[src/rtl/cpu_control_fsm.sv]
// Multi-cycle control sequencer for the 16-bit turtle CPU: fetch, decode, memory
// sequencing, program counter ownership and illegal-encoding trap.
module cpu_control_fsm #(
  parameter int PC_WIDTH    = 12,
  parameter int INSTR_WIDTH = 16,
  parameter int RESET_PC    = 0
) (
  input  logic                   clk,
  input  logic                   rst,
  output logic                   imem_req_valid,
  input  logic                   imem_req_ready,
  output logic [PC_WIDTH-1:0]    imem_addr,
  input  logic                   imem_rsp_valid,
  input  logic [INSTR_WIDTH-1:0] imem_rsp_data,
  output logic                   dmem_req_valid,
  input  logic                   dmem_req_ready,
  output logic                   dmem_we,
  input  logic                   dmem_rsp_valid,
  input  logic                   branch_taken,
  input  logic [PC_WIDTH-1:0]    jump_reg_target,
  output logic [PC_WIDTH-1:0]    pc,
  output logic [INSTR_WIDTH-1:0] instr,
  output logic                   alu_en,
  output logic                   alu_src_imm,
  output logic                   regfile_we,
  output logic                   retire,
  output logic                   illegal_instr,
  output logic [2:0]             dbg_state_o
);

  // Handshakes: a transfer happens on a rising edge where valid && ready are both
  // high; valid never drops before that edge and its payload stays stable meanwhile.

  typedef enum logic [2:0] {
    S_IDLE       = 3'd0,
    S_FETCH_REQ  = 3'd1,
    S_FETCH_WAIT = 3'd2,
    S_EXECUTE    = 3'd3,
    S_MEM_REQ    = 3'd4,
    S_MEM_WAIT   = 3'd5,
    S_TRAP       = 3'd6
  } state_e;

  localparam logic [2:0] OP_ALU_IMM = 3'b000;
  localparam logic [2:0] OP_ALU_REG = 3'b001;
  localparam logic [2:0] OP_MISC    = 3'b010;
  localparam logic [2:0] OP_JMP_IMM = 3'b100;
  localparam logic [2:0] OP_JMP_REG = 3'b111;
  localparam logic [3:0] FN_LOAD    = 4'b0000;
  localparam logic [3:0] FN_STORE   = 4'b0001;
  localparam logic [3:0] FN_GET     = 4'b0010;
  localparam logic [3:0] FN_PUT     = 4'b0011;
  localparam logic [3:0] FN_SET     = 4'b0100;

  state_e                 state_q, state_d;
  logic [PC_WIDTH-1:0]    pc_q, pc_d;
  logic [INSTR_WIDTH-1:0] instr_q, instr_d;
  logic                   illegal_q, illegal_d;

  logic [2:0]          opcode;
  logic [3:0]          funct;
  logic [PC_WIDTH-1:0] imm_target;
  logic [PC_WIDTH-1:0] pc_inc;
  logic                is_store;

  assign opcode     = instr_q[3:1];
  assign funct      = instr_q[7:4];
  assign imm_target = instr_q[PC_WIDTH+3:4];
  assign pc_inc     = pc_q + PC_WIDTH'(1);
  assign is_store   = (funct == FN_STORE);

  always_ff @(posedge clk or posedge rst) begin
    if (rst) begin
      state_q   <= S_IDLE;
      pc_q      <= PC_WIDTH'(RESET_PC);
      instr_q   <= '0;
      illegal_q <= 1'b0;
    end else begin
      state_q   <= state_d;
      pc_q      <= pc_d;
      instr_q   <= instr_d;
      illegal_q <= illegal_d;
    end
  end

  always_comb begin
    state_d        = state_q;
    pc_d           = pc_q;
    instr_d        = instr_q;
    illegal_d      = illegal_q;
    imem_req_valid = 1'b0;
    dmem_req_valid = 1'b0;
    dmem_we        = 1'b0;
    alu_en         = 1'b0;
    alu_src_imm    = 1'b0;
    regfile_we     = 1'b0;
    retire         = 1'b0;
    case (state_q)
      S_IDLE: state_d = S_FETCH_REQ;
      S_FETCH_REQ: begin
        imem_req_valid = 1'b1;
        if (imem_req_ready) state_d = S_FETCH_WAIT;
      end
      S_FETCH_WAIT: begin
        if (imem_rsp_valid) begin
          instr_d = imem_rsp_data;
          state_d = S_EXECUTE;
        end
      end
      S_EXECUTE: begin
        // Every retiring path returns to fetch; memory ops and traps override below.
        retire  = 1'b1;
        state_d = S_FETCH_REQ;
        pc_d    = pc_inc;
        if (instr_q[0]) begin
          pc_d = branch_taken ? imm_target : pc_inc;
        end else begin
          case (opcode)
            OP_ALU_IMM: begin
              alu_en      = 1'b1;
              alu_src_imm = 1'b1;
              regfile_we  = 1'b1;
            end
            OP_ALU_REG: begin
              alu_en     = 1'b1;
              regfile_we = 1'b1;
            end
            OP_MISC: begin
              if (funct == FN_LOAD || funct == FN_STORE) begin
                retire  = 1'b0;
                pc_d    = pc_q;
                state_d = S_MEM_REQ;
              end else if (funct == FN_GET || funct == FN_PUT || funct == FN_SET) begin
                regfile_we = 1'b1;
              end else begin
                retire    = 1'b0;
                pc_d      = pc_q;
                illegal_d = 1'b1;
                state_d   = S_TRAP;
              end
            end
            OP_JMP_IMM: pc_d = imm_target;
            OP_JMP_REG: pc_d = jump_reg_target;
            default: begin
              retire    = 1'b0;
              pc_d      = pc_q;
              illegal_d = 1'b1;
              state_d   = S_TRAP;
            end
          endcase
        end
      end
      S_MEM_REQ: begin
        dmem_req_valid = 1'b1;
        dmem_we        = is_store;
        if (dmem_req_ready) state_d = S_MEM_WAIT;
      end
      S_MEM_WAIT: begin
        if (dmem_rsp_valid) begin
          regfile_we = !is_store;
          retire     = 1'b1;
          pc_d       = pc_inc;
          state_d    = S_FETCH_REQ;
        end
      end
      S_TRAP: state_d = S_TRAP;
      default: state_d = S_IDLE;
    endcase
  end

  assign imem_addr     = pc_q;
  assign pc            = pc_q;
  assign instr         = instr_q;
  assign illegal_instr = illegal_q;
  assign dbg_state_o   = state_q;

endmodule
[config.mk]
export PLATFORM = sky130hd
export DESIGN_NAME = cpu_control_fsm
export DESIGN_NICKNAME = d
export VERILOG_FILES = /design/src/rtl/cpu_control_fsm.sv
export SDC_FILE = /design/constraint.sdc
export NUM_CORES = 1
export LEC_CHECK = 0
export ABC_CLOCK_PERIOD_IN_PS = 2600
export BUFFER_PORTS_ARGS = -buffer_cell sky130_fd_sc_hd__buf_2
export CELL_PAD_IN_SITES_DETAIL_PLACEMENT = 1
export CELL_PAD_IN_SITES_GLOBAL_PLACEMENT = 1
export CORE_MARGIN = 5
export CORE_UTILIZATION = 37
export CTS_CLUSTER_SIZE = 40
export DETAILED_ROUTE_END_ITERATION = 10
export GPL_ROUTABILITY_DRIVEN = 0
export PLACE_DENSITY = 0.78
export SLEW_MARGIN = 20
export SYNTH_ARGS = -nofsm -noshare
export SYNTH_HDL_FRONTEND = slang
export SYNTH_SLANG_ARGS = --single-unit
[constraint.sdc]
create_clock -name clk -period 2.6 [get_ports clk]
set_input_delay 0.52 -clock clk [delete_from_list [all_inputs] [get_ports clk]]
set_output_delay 0.52 -clock clk [all_outputs]
set_load 0.005 [all_outputs]
==> key figures, run 1 <==
Status
  – Outcome: finished clean

Placed design
  – Dpl cells: 404
  – DP Wirelength: 5810 µm
  – # port buffers: 85
  – Place WS: 0.387 ns
  – Post-DP Area: 2770 µm²

Die
  – Row cnt: 29
  – Die Footprint: 8140 µm²
  – Die Width: 90.2 µm
  – Starting Density: 37.7%
  – Floorplan Core Area: 6310 µm²
  – I/O pins: 86
  – Die Height: 90.2 µm

Power
  – Peak supply drop: 0.000221 V
  – Overall power: 1.13 mW
  – Lkg Pwr: 1.34 nW
  – Pwr Density: 394 nW/µm²

Synth
  – Distinct cells, synth: 64
  – Count leader, synth: dfrtp_1
  – Seq cells post-synth: 32
  – Netlist Area Pre-Place: 2380 µm²
  – Commonest cells post-synth: dfrtp_1 (32), nand2_1 (25), o21ai_0 (17)
  – Yosys top cell by area: dfrtp_1
  – Mapped Cells: 265
  – Mapped Nets: 301
  – Number of synthesized flops with an enable pin: 0
  – Share of the synthesized area in the top cell type: 33.6%
  – Syn Area/Cell: 8.99 µm²
  – Share of synthesized registers carrying an async set or reset: 100%
  – Post-synth top flop: dfrtp_1
  – Synth top area cells: dfrtp_1 (34%), mux2_2 (6.6%), nand2_1 (3.9%)
  – Ys Warns: 0
  – Register area share after synthesis: 33.6%

Finish
  – Final std cells w/o fill: 412
  – Final net count: 370
  – Proportion of layout cells with a drive suffix above 1: 38.8%
  – FF+latch area: 803 µm²
  – Area occupied by multi-input gates: 1360 µm²
  – Diodes inserted: 0
  – Finished Cell Area: 2860 µm²
  – FILL cells: 793
  – Final Util: 45.4%
  – Area growth syn-to-layout: 20.2%

STA
  – Min cycle time layout: 2.52 ns
  – Period Utilization, post-route: 97.0%
  – Slew @ Worst Pin: 0.579 ns
  – Max Fclk: 396 MHz
  – Clock skew: 0.00482 ns
  – Relative slew slack: 61.4%
  – Final TNS setup: 0 ns
  – Setup violations, final: 0
  – Hold WS: 0.302 ns
  – RSZ-0062 raised after global routing: no
  – Max-slew violations: 0
  – Final WS setup: 0.0772 ns
  – Final Hold Viols: 0

Critical path
  – Nature of the critical path endpoint: primary output
  – Critical path endpoint: retire
  – Worst-case reg-to-reg path depth: 5
  – Critical Path RT: 2.08 ns
  – Worst EP arrival: 2.00 ns
  – R2r endpoint: imem_addr[5]$_DFFE_PP0P_
  – Worst Setup SP: instr[5]$_DFFE_PP0P_
  – Kind of critical path: reg2out
  – Reg2reg setup slack: 0.36 ns
  – Crit-path max FO: 20
  – RR Startpoint: instr[2]$_DFFE_PP0P_
  – CP Launch Type: register

Clock tree
  – CTS Hold Buffers Added: 0
  – Setup bufs post-CTS: 0
  – Worst-path clk slew: 0.07 ns
  – Worst-Skew Late Latency: 0.30 ns
  – H-tree depth: 2
  – Clock Sinks: 32
  – CTS tree: built
  – Post-cts gate resize count: 0
  – Num CTS Buffers: 5
  – Clock tree buffer depth: 2
  – CTS root buffer: clkbuf_8

GRT
  – First-pass GRT wire length: 12,600 µm
  – Vias in the first global route: 2,422
  – Initial antenna violation count: 0
  – Largest net degree at the start of global routing: 33
  – GRT overflow: 0
  – Total global routing track utilization: 18.8%

Job
  – Max-Cap Viols: 0

Detailed routing
  – DRC violations left: 0
  – Total Wirelength: 7830 µm
  – Vias/cell: 5.74
  – DRT Pass-1 Iters: 4
  – Vias post-DR: 2,364
  – DR WL/cell: 19.0 µm
  – First DRT Iteration DRCs: 150
  – Final ANT Viol Nets: 0

Hold path
  – Hold WC Path Type: in2async
## placed cells by master, fill, tap and decap left out, types with 2 or more instances in the layout
cell type and n:
a21oi_1 3, a22o_1 8, nand4_1 2, o32ai_1 4, dfrtp_1 30, a32oi_1 2, a31oi_1 2, a21boi_0 2
o22ai_1 5, a221oi_1 3, mux2_2 14, nor2_1 16, nand2b_1 3, and3_1 6, clkbuf_8 6, nor3_1 4
o211ai_2 2, o21a_1 5, buf_4 5, a22oi_1 11, o21ai_0 17, o21ai_1 4, o211ai_1 2, or3_1 3
and2_1 2, nor3b_1 3, buf_2 85, nor2b_1 6, nand2_1 25, dfrtp_2 2, nand3_1 8, mux2i_1 2
inv_1 10, xnor2_1 2
## logic make-up after synthesis
kind of cell    after synthesis  synth area share [%]
flops                        32                  33.6
compound gates               87                  28.6
mux                          16                  7.46
simple gates                 87                  19.2
fa+ha+maj                     1                 0.525
buf+inv                      39                  9.45
xor+xnor                      3                  1.10
## area by class of cell
cell class,instances,area share [%]
Tap cell,77,3.36
Timing Repair Buffer,90,16.2
Multi-Input combinational cell,194,47.5
Sequential cell,32,28.0
Clock buffer,7,3.01
Clock inverter,1,0.262
Inverter,11,1.62
## worst max-delay path, stage by stage (launching register included)
cell and delay [ns]:
dfrtp_1 0.46, or3b_4 0.42, a311oi_4 0.36, o21ai_4 0.14, clkinv_4 0.16, buf_2 0.14
## layer usage
layer	GRT usage, %	part of all wire (%)
met2	30.9	49
met1	24.2	45
met5	0	0
met3	5.18	4.9
met4	5.21	1.1
## worst min path at each step
stage	start	slack, ns	cells past startpoint	end
2_1_floorplan	illegal_instr$_DFFE_PP0P_	0.46	1	illegal_instr$_DFFE_PP0P_
3_3_place_gp	illegal_instr$_DFFE_PP0P_	0.45	1	illegal_instr$_DFFE_PP0P_
3_5_place_dp	illegal_instr$_DFFE_PP0P_	0.46	1	illegal_instr$_DFFE_PP0P_
4_1_cts	rst	0.31	3	instr[11]$_DFFE_PP0P_
5_1_grt	rst	0.35	3	instr[11]$_DFFE_PP0P_
6_report	rst	0.30	3	imem_addr[4]$_DFFE_PP0P_
## sequential cells by signal, summed over array words and instances, names as in the netlist
register,flops
instr,16
dbg_state_o,3
imem_addr,12
illegal_instr,1
## where the power goes
part	internal [mW]	switching [mW]	total, mW
Clock	0.215	0.209	0.424
Combinational	0.0754	0.0928	0.168
Sequential	0.510	0.0252	0.536
Total	0.801	0.327	1.13
Note: power is estimated with default switching activity, not from simulation.
==> inputs of run 2 (changes only) <==
BUFFER_PORTS_ARGS = not set   (was -buffer_cell sky130_fd_sc_hd__buf_2)
CORE_UTILIZATION = 46   (was 37)
DONT_BUFFER_PORTS = 1   (was not set)
PLACE_DENSITY = 0.76   (was 0.78)
==> run 2 against run 1 <==
Against the previous run: clock-buffer cell count did not move; global-route usage rose by 3.6 points; utilization rose by 2.7 points; critical path type unchanged; sequential power rose by 0.7%; highest routed layer unchanged; clock power barely moved; non-clock buffer count fell by 84; critical endpoint unchanged; critical path depth fell by 1; largest power group unchanged.
==> key figures, run 2 (same netlist as run 1, synthesis figures left out) <==
Status
  – Outcome: finished clean

STA
  – RSZ-0062 raised after global routing: no
  – Hold WS: 0.205 ns (-0.0969 ns)
  – Clock skew: 0.00854 ns (+0.00373 ns)
  – Final Hold Viols: 0 (unchanged)
  – Slew @ Worst Pin: 0.599 ns (+0.0199 ns)
  – Final WS setup: 0.189 ns (+0.112 ns)
  – Relative slew slack: 60.0% (-1.3 points)
  – Period Utilization, post-route: 92.7% (-4.3 points)
  – Max Fclk: 415 MHz (+4.7%)
  – Final TNS setup: 0 ns (unchanged)
  – Min cycle time layout: 2.41 ns (-0.112 ns)
  – Max-slew violations: 0 (unchanged)
  – Setup violations, final: 0 (unchanged)

Die
  – I/O pins: 86 (unchanged)
  – Die Height: 82.0 µm (-9.2%)
  – Starting Density: 46.9% (+9.2 points)
  – Floorplan Core Area: 5070 µm² (-20%)
  – Die Width: 82.0 µm (-9.2%)
  – Row cnt: 26 (-10%)
  – Die Footprint: 6720 µm² (-17%)

GRT
  – GRT overflow: 0 (unchanged)
  – Total global routing track utilization: 22.4% (+3.6 points)
  – Initial antenna violation count: 0 (unchanged)
  – First-pass GRT wire length: 11,500 µm (-9.3%)
  – Vias in the first global route: 2,088 (-14%)
  – Largest net degree at the start of global routing: 33 (unchanged)

Detailed routing
  – DRC violations left: 0 (unchanged)
  – Total Wirelength: 7140 µm (-8.8%)
  – First DRT Iteration DRCs: 162 (+8.0%)
  – Vias/cell: 6.38 (+11%)
  – DRT Pass-1 Iters: 4 (unchanged)
  – Final ANT Viol Nets: 0 (unchanged)
  – Vias post-DR: 2,040 (-14%)
  – DR WL/cell: 22.3 µm (+17%)

Placed design
  – Post-DP Area: 2340 µm² (-15%)
  – Dpl cells: 313 (-23%)
  – DP Wirelength: 5230 µm (-9.9%)
  – Place WS: 0.264 ns (-0.123 ns)
  – # port buffers: 0 (-100%)

Critical path
  – R2r endpoint: imem_addr[5]$_DFFE_PP0P_
  – Critical Path RT: 2.08 ns (about the same)
  – Worst-case reg-to-reg path depth: 5 (unchanged)
  – Worst EP arrival: 1.89 ns (-0.11 ns)
  – Crit-path max cell delay: 0.50 ns (+0.04 ns)
  – Reg2reg setup slack: 0.24 ns (-0.12 ns)
  – Nature of the critical path endpoint: primary output
  – Cells along the critical path: or3b_4 -> a311oi_4 -> o21ai_4 -> clkinv_4
  – RR Startpoint: instr[2]$_DFFE_PP0P_
  – Kind of critical path: reg2out
  – Crit-path max FO: 20 (unchanged)
  – Critical path's slowest cell: dfrtp_1
  – CP Launch Type: register

Finish
  – Area growth syn-to-layout: 2.31%
  – Most frequent cells in the layout: dfrtp_1 (32), nand2_1 (25), o21ai_0 (17)
  – Largest register FFs: 16 (unchanged)
  – Diodes inserted: 0 (unchanged)
  – Most common cell after layout, fill and taps aside: dfrtp_1
  – Finished Cell Area: 2440 µm² (-15%)
  – Final std cells w/o fill: 320 (-22%)
  – Final net count: 286 (-23%)
  – FILL cells: 633 (-20%)
  – Proportion of layout cells with a drive suffix above 1: 17.6% (-21 points)

Power
  – Lkg Pwr: 0.964 nW (-28%)
  – Peak supply drop: 0.000279 V (+26%)
  – Pwr Density: 445 nW/µm² (+13%)

Job
  – Max-Cap Viols: 0 (unchanged)

Hold path
  – Hold WC Path Type: in2async

Clock tree
  – Worst-Skew Late Latency: 0.29 ns (about the same)
  – H-tree depth: 2 (unchanged)
  – CTS tree: built
  – Worst-path clk slew: 0.07 ns (about the same)
  – Post-cts gate resize count: 0 (unchanged)
  – CTS Hold Buffers Added: 0 (unchanged)
  – Num CTS Buffers: 5 (unchanged)
  – CTS root buffer: clkbuf_8
  – Setup bufs post-CTS: 0 (unchanged)
  – Clock tree buffer depth: 2 (unchanged)
  – Clock Sinks: 32 (unchanged)
## run 2: worst max path at each step
stage / startpoint / end / cells after the start
detailed placement: instr[2]$_DFFE_PP0P_ / imem_addr[5]$_DFFE_PP0P_ / 5
floorplan: instr[4]$_DFFE_PP0P_ / retire / 5
global placement: instr[2]$_DFFE_PP0P_ / imem_addr[6]$_DFFE_PP0P_ / 5
CTS: instr[6]$_DFFE_PP0P_ / retire / 4
global route: dbg_state_o[0]$_DFFE_PP0P_ / retire / 4
finish: instr[6]$_DFFE_PP0P_ / retire / 4
## run 2: final cells by class
class,instances,area (µm²),area share [%]
clock buffers,7,96.3,3.95
inverters,11,46.3,1.90
multi-input cells,194,1360,55.9
flip-flops and latches,32,801,32.9
well taps,70,87.6,3.59
repair buffers,6,45.0,1.85
## run 2: worst max-delay path, delay by kind of cell (launching register included)
| kind | cells | cell delay (ns) |
|---|---|---|
| DFF | 1 | 0.50 |
| and+or+nand+nor | 1 | 0.44 |
| AOI/OAI and AO/OA | 2 | 0.48 |
| buffers and inverters | 1 | 0.17 |
## run 2: power by group
| part | switching (mW) | internal, mW | total (mW) |
|---|---|---|---|
| Clock | 0.187 | 0.236 | 0.423 |
| Combinational | 0.0725 | 0.0496 | 0.122 |
| Sequential | 0.0295 | 0.511 | 0.540 |
| Total | 0.289 | 0.796 | 1.09 |
## run 2: per-layer routing
| layer | global-route usage (%) | routed length (µm) |
|---|---|---|
| met2 | 35.0 | 3320 |
| met3 | 6.91 | 517 |
| met4 | 4.32 | 95 |
| met5 | 0 | 0 |
| met1 | 30.6 | 3210 |
## run 2: through the flow
step                total power [mW]  utilization (%)
floorplan                      0.636                -
global route                    1.14             48.0
CTS                             1.10             48.0
finish                          1.09             48.0
detailed placement             0.670             46.1
global placement               0.666             46.1
